**config.mk**
```make
export PLATFORM = sky130hd
export DESIGN_NAME = mult4u_dmr_sched
export DESIGN_NICKNAME = d
export VERILOG_FILES = /design/src/rtl/mult4u_sched_pkg.sv /design/src/rtl/rr_arbiter.sv /design/src/rtl/mult4u_dmr_sched.sv
export SDC_FILE = /design/constraint.sdc
export NUM_CORES = 1
export LEC_CHECK = 0
export CAP_MARGIN = 0
export CORE_UTILIZATION = 30
export DETAILED_ROUTE_END_ITERATION = 8
export SLEW_MARGIN = 20
export SYNTH_ARGS = -nofsm -noshare
export SYNTH_HDL_FRONTEND = slang
export SYNTH_HIERARCHICAL = 1
export SYNTH_SLANG_ARGS = --single-unit
```
**constraint.sdc**
```tcl
create_clock -name clk -period 9.4 [get_ports clk]
set_input_delay 1.41 -clock clk [delete_from_list [all_inputs] [get_ports clk]]
set_output_delay 1.41 -clock clk [all_outputs]
set_load 0.01 [all_outputs]
```
**src/rtl/mult4u_sched_pkg.sv**
```systemverilog
// Shared definitions for the DMR multiplier scheduler.
// Holds the FSM state type and the datapath widths used by the
// scheduler top and its round-robin arbiter.
package mult4u_sched_pkg;

  localparam int OPW    = 4;
  localparam int PRODW  = 8;
  localparam int CNTW   = 8;
  // Wide enough for any retry budget from 0 to 7.
  localparam int RETRYW = 3;

  typedef enum logic [1:0] {
    IDLE,
    RUN1,
    RUN2,
    RESP
  } state_t;

endpackage

```
**src/rtl/rr_arbiter.sv**
```systemverilog
// Combinational round-robin arbiter.
// Ports:
//   req    - request vector, one bit per requester
//   ptr    - last served requester; the search starts at ptr+1
//   enable - when low, no grant is produced
//   grant  - one-hot grant (all zero when nothing is granted)
//   idx    - encoded index of the granted requester (0 when none)
module rr_arbiter #(
  parameter int NREQ = 4,
  parameter int IDW  = $clog2(NREQ)
) (
  input  logic [NREQ-1:0] req,
  input  logic [IDW-1:0]  ptr,
  input  logic            enable,
  output logic [NREQ-1:0] grant,
  output logic [IDW-1:0]  idx
);

  int             cand;
  logic [IDW-1:0] cand_idx;
  logic           found;

  // Walk the requesters starting just after the last winner and take the
  // first active one, so the previous winner ends up with lowest priority.
  always_comb begin
    grant    = '0;
    idx      = '0;
    found    = 1'b0;
    cand     = 0;
    cand_idx = '0;
    for (int k = 1; k <= NREQ; k++) begin
      cand     = (int'(ptr) + k) % NREQ;
      cand_idx = IDW'(cand);
      if (enable && !found && req[cand_idx]) begin
        found           = 1'b1;
        grant[cand_idx] = 1'b1;
        idx             = cand_idx;
      end
    end
  end

endmodule

```
**src/rtl/mult4u_dmr_sched.sv**
```systemverilog
// Time-shared scheduler for a single 4x4 unsigned multiplier core.
// Requests are picked round-robin, each product is computed twice with the
// operands swapped (A*B, then B*A), and the two results are compared.  A
// mismatch triggers a re-execution until the retry budget is spent, after
// which the first result is returned with rsp_err set.
// Ports:
//   clk, rst_n         - clock and asynchronous active-low reset
//   req_valid/ready    - per-requester handshake (ready only in IDLE)
//   req_a/req_b        - packed operands, requester i at [4i+3:4i]
//   rsp_valid/ready    - response handshake
//   rsp_id/prod/err    - served requester, product, untrusted flag
//   mismatch_cnt       - saturating count of all DMR mismatches
//   mult_a/mult_b      - operands to the external multiplier core
//   mult_p             - combinational product from the core
module mult4u_dmr_sched
  import mult4u_sched_pkg::*;
#(
  parameter int NREQ      = 4,
  parameter int MAX_RETRY = 2,
  parameter int IDW       = $clog2(NREQ)
) (
  input  logic                clk,
  input  logic                rst_n,
  input  logic [NREQ-1:0]     req_valid,
  output logic [NREQ-1:0]     req_ready,
  input  logic [OPW*NREQ-1:0] req_a,
  input  logic [OPW*NREQ-1:0] req_b,
  output logic                rsp_valid,
  input  logic                rsp_ready,
  output logic [IDW-1:0]      rsp_id,
  output logic [PRODW-1:0]    rsp_prod,
  output logic                rsp_err,
  output logic [CNTW-1:0]     mismatch_cnt,
  output logic [OPW-1:0]      mult_a,
  output logic [OPW-1:0]      mult_b,
  input  logic [PRODW-1:0]    mult_p
);

  state_t            state;
  state_t            next_state;
  logic [OPW-1:0]    op_a;
  logic [OPW-1:0]    op_b;
  logic [IDW-1:0]    rr_ptr;
  logic [RETRYW-1:0] retry;
  logic [PRODW-1:0]  p1;
  logic              arb_en;
  logic [NREQ-1:0]   grant;
  logic [IDW-1:0]    grant_idx;
  logic              accept;
  logic              runs_match;
  logic              can_retry;

  // Gating with rst_n keeps req_ready low while reset is held, even though
  // the state register already sits in IDLE.
  assign arb_en = (state == IDLE) && rst_n;

  rr_arbiter #(
    .NREQ (NREQ),
    .IDW  (IDW)
  ) u_arb (
    .req    (req_valid),
    .ptr    (rr_ptr),
    .enable (arb_en),
    .grant  (grant),
    .idx    (grant_idx)
  );

  assign req_ready  = grant;
  assign accept     = |grant;
  assign runs_match = (mult_p == p1);
  assign can_retry  = (retry < RETRYW'(MAX_RETRY));

  // State register.
  always_ff @(posedge clk or negedge rst_n) begin
    if (!rst_n) begin
      state <= IDLE;
    end else begin
      state <= next_state;
    end
  end

  // Next-state logic: a failed comparison loops back to RUN1 while retries
  // remain, otherwise the result (trusted or not) goes to RESP.
  always_comb begin
    next_state = state;
    case (state)
      IDLE:    if (accept) next_state = RUN1;
      RUN1:    next_state = RUN2;
      RUN2:    if (!runs_match && can_retry) next_state = RUN1;
               else next_state = RESP;
      RESP:    if (rsp_ready) next_state = IDLE;
      default: next_state = IDLE;
    endcase
  end

  // Output logic: the core operands stay at zero outside the run states so
  // the shared multiplier does not toggle while idle or waiting.
  always_comb begin
    mult_a    = '0;
    mult_b    = '0;
    rsp_valid = 1'b0;
    case (state)
      RUN1: begin
        mult_a = op_a;
        mult_b = op_b;
      end
      RUN2: begin
        mult_a = op_b;
        mult_b = op_a;
      end
      RESP:    rsp_valid = 1'b1;
      default: ;
    endcase
  end

  // Datapath: operand capture at handshake, first-run product, result and
  // error registers, retry counter and the saturating mismatch counter.
  always_ff @(posedge clk or negedge rst_n) begin
    if (!rst_n) begin
      op_a         <= '0;
      op_b         <= '0;
      rr_ptr       <= IDW'(NREQ - 1);
      retry        <= '0;
      p1           <= '0;
      rsp_id       <= '0;
      rsp_prod     <= '0;
      rsp_err      <= 1'b0;
      mismatch_cnt <= '0;
    end else begin
      if (accept) begin
        op_a   <= req_a[OPW*grant_idx +: OPW];
        op_b   <= req_b[OPW*grant_idx +: OPW];
        rsp_id <= grant_idx;
        rr_ptr <= grant_idx;
        retry  <= '0;
      end
      if (state == RUN1) begin
        p1 <= mult_p;
      end
      if (state == RUN2) begin
        if (!runs_match) begin
          if (mismatch_cnt != '1) mismatch_cnt <= mismatch_cnt + CNTW'(1);
          if (can_retry) retry <= retry + RETRYW'(1);
        end
        if (runs_match || !can_retry) begin
          rsp_prod <= p1;
          rsp_err  <= !runs_match;
        end
      end
    end
  end

endmodule

```
==> results_dict.tcl <==
set metrics [dict create \
    die_h_um 96.2 \
    rr_startpoint "rr_ptr[0]" \
    period_needed_ns 5.19 \
    cts_tree "yes" \
    antenna_found_initial 0 \
    cp-end-kind "output pin" \
    yosys_warnings 6 \
    synth_edf_count 0 \
    required_ns 7.99 \
    synth-seq-cells 42 \
    tns_ns 0 \
    layout_commonest_cell "clkdlybuf4s50_1" \
    htreeDepth 2 \
    die_x_um 96.2 \
    post_dp_cell_area_mm2 0.00353 \
    fin_skew_ns 0.0100 \
    vdd_drop_max_mv 0.140 \
    insertion_delay_ns 0.29 \
    grt_usage_pct 13.3 \
    clkPwrFrac_pct 14.5 \
    cap_violations 0 \
    worst_pin_slew_ns 1.05 \
    syn_inst 224 \
    final.period_utilization_pct 55.2 \
    internal_power_w 0.000639 \
    cp_max_fo 8 \
    hold_start "retry[0]" \
    clkTransAtPathRegs_ns 0.08 \
    seqPwrFrac_pct 33.8 \
    synth_cell_types 44 \
    dp_hpwl_um 4500 \
    finalWeightedCongestion 0.707 \
    synth_area_mm2 0.00266 \
    hp-class "register to register" \
    cts_resized 0 \
    r2r-end "state[1]" \
    cts_setup_buffers 0 \
    max_freq_ghz 0.193 \
    r2r_slack_ns 5.39 \
    core-area_mm2 0.00868 \
    ctsHoldBuffers 0 \
    num_io_pins 79 \
    hold_depth 1 \
    syn-num-nets 286 \
    grt_remaining_overflow 0 \
    synth_top_area_cell "dfrtp_1" \
    cts_buffer_depth 2 \
    async_flop_share_pct 100 \
    antenna_cells 0 \
    first_iter_violations 82 \
    setup_viol 0 \
    initial_core_util_pct 30.7 \
    totalWireLength_um 6130 \
    drc 0 \
    dr.pass1.iters 4 \
    rr_worst_depth 10 \
    drive_above_1_share_pct 18.9 \
    leakage_nw 1.46 \
    rsz0062_at_grt "false" \
    postRouteAntennaNets 0 \
    hold_violations 0 \
    hold_ws_ns 0.487 \
    grt_max_degree 44 \
    switching_share_pct 35.4 \
    syn-mean-instance-area_um2 11.9 \
    stdcell_area_mm2 0.00364 \
    area_growth_pct 36.5 \
    powerDensity_mw_per_mm2 272 \
    vias_per_cell 5.00 \
    row_count 34 \
    cp.arrival_ns 3.78 \
    synth.top_cell.area_share_pct 37.6 \
    synthFlopType "dfrtp_1" \
    crit_type "primary input to output pin" \
    slew_viol_final 0 \
    slew_headroom_pct 29.3 \
    fin_nets 362 \
    p_comb_share_pct 51.7 \
    critPathLaunchType "primary input" \
    synthTopCellsByArea "dfrtp_1 38%, mux2_2 11%, mux4_2 9.3%, ha_1 7.0%, xnor2_1 3.6%" \
    layout_common_cells "77 x clkdlybuf4s50_1, 40 x dfrtp_1, 26 x mux2_2" \
    dieArea_mm2 0.00926 \
    clkSinkCount 42 \
    cts_buffers 5 \
    dr_total_vias 2047 \
    yosysSeqAreaShare_pct 39.5 \
    holdPathEnd "retry[0]" \
    wl_per_cell_um 15.0 \
    status "finished clean" \
    p_sw_w 0.000351 \
    grt_pass1_vias 1919 \
    portBuffers 78 \
    root_buffer "clkbuf_8" \
    grt_first_pass_wirelength_um 9350 \
]
[power groups by stage]
| stage | Sequential (W) | Clock (W) | Combinational [W] |
|---|---|---|---|
| after CTS | 0.000336 | 0.000151 | 0.000521 |
| after detailed placement | 0.000339 | 0 | 0.000519 |
| final | 0.000335 | 0.000143 | 0.000512 |
| after floorplan | 0.000339 | 0 | 0.000319 |
| after global routing | 0.000349 | 0.000156 | 0.000562 |
| after global placement | 0.000337 | 0 | 0.000512 |
[worst max-delay path by stage]
stage	cells past startpoint	from	end	slack, ns
4_1_cts	7	req_valid[1]	req_ready[2]	4.22
5_1_grt	7	req_valid[2]	req_ready[2]	4.08
3_3_place_gp	7	req_valid[2]	req_ready[2]	4.28
2_1_floorplan	5	req_valid[2]	req_ready[0]	5.38
6_report	7	req_valid[1]	req_ready[2]	4.21
3_5_place_dp	7	req_valid[2]	req_ready[2]	4.23
[critical path: stages]
cell             delay, ns
clkdlybuf4s50_1       0.50
mux4_2                0.61
nor2_2                0.21
and3_1                0.25
a22oi_1               0.09
nand2_1               0.15
clkdlybuf4s50_1       0.55
[final cells by class]
type	count	area, um^2
clock buffers	6	72.6
clock inverters	2	37.5
flip-flops and latches	42	1050
inverters	4	15.0
fillers	839	5040
well taps	108	135
multi-input cells	168	1540
repair buffers	79	783
[through the flow]
step	worst slack, ns	util [%]	power [W]	cells
2_1_floorplan	5.38	-	0.000658	224
3_3_place_gp	4.28	40.6	0.000848	401
3_5_place_dp	4.23	40.6	0.000858	401
4_1_cts	4.22	41.9	0.00101	409
5_1_grt	4.08	41.9	0.00107	409
6_report	4.21	41.9	0.000990	409
[sequential cells by signal, summed over array words and instances (netlist names)]
register,flops
op_a,4
rsp_prod,8
state,2
retry,3
p1,8
rsp_id,2
rsp_err,1
rr_ptr,2
mismatch_cnt,8
op_b,4
[cells in the mapped netlist (all sizes together) (4+ instances only)]
library cell  count
mux4             12
mux2             26
nand4             4
o21ai             4
nor2b            12
nand2            19
xnor2            11
a21oi             4
inv               4
and3              5
xor2              4
a22oi            12
nor2              6
clkbuf            4
ha               15
a22o              4
dfrtp            40
nand3             5
buf               6
[layer usage]
metal  vias to the layer above  track usage, %  part of all wire [%]
met2                        63            23.0                    49
li1                        981               -                     -
met5                         -               0                     0
met3                         2            2.84                   5.6
met4                         0            2.61                  0.23
met1                      1001            17.1                    45
[cells by family (layout without fill, tap and decap cells)]
family | after synthesis | after routing | share of synthesized area [%]
AO/OA/AOI/OAI | 35 | 35 | 10.1
XOR/XNOR | 15 | 15 | 4.93
adder cells (fa/ha/maj) | 15 | 15 | 7.05
buffers and inverters | 14 | 91 | 2.68
flip-flops | 42 | 42 | 39.5
multiplexers | 39 | 39 | 21.7
AND/OR/NAND/NOR | 64 | 64 | 14.0
No activity file was read; power rests on OpenSTA's default activity.
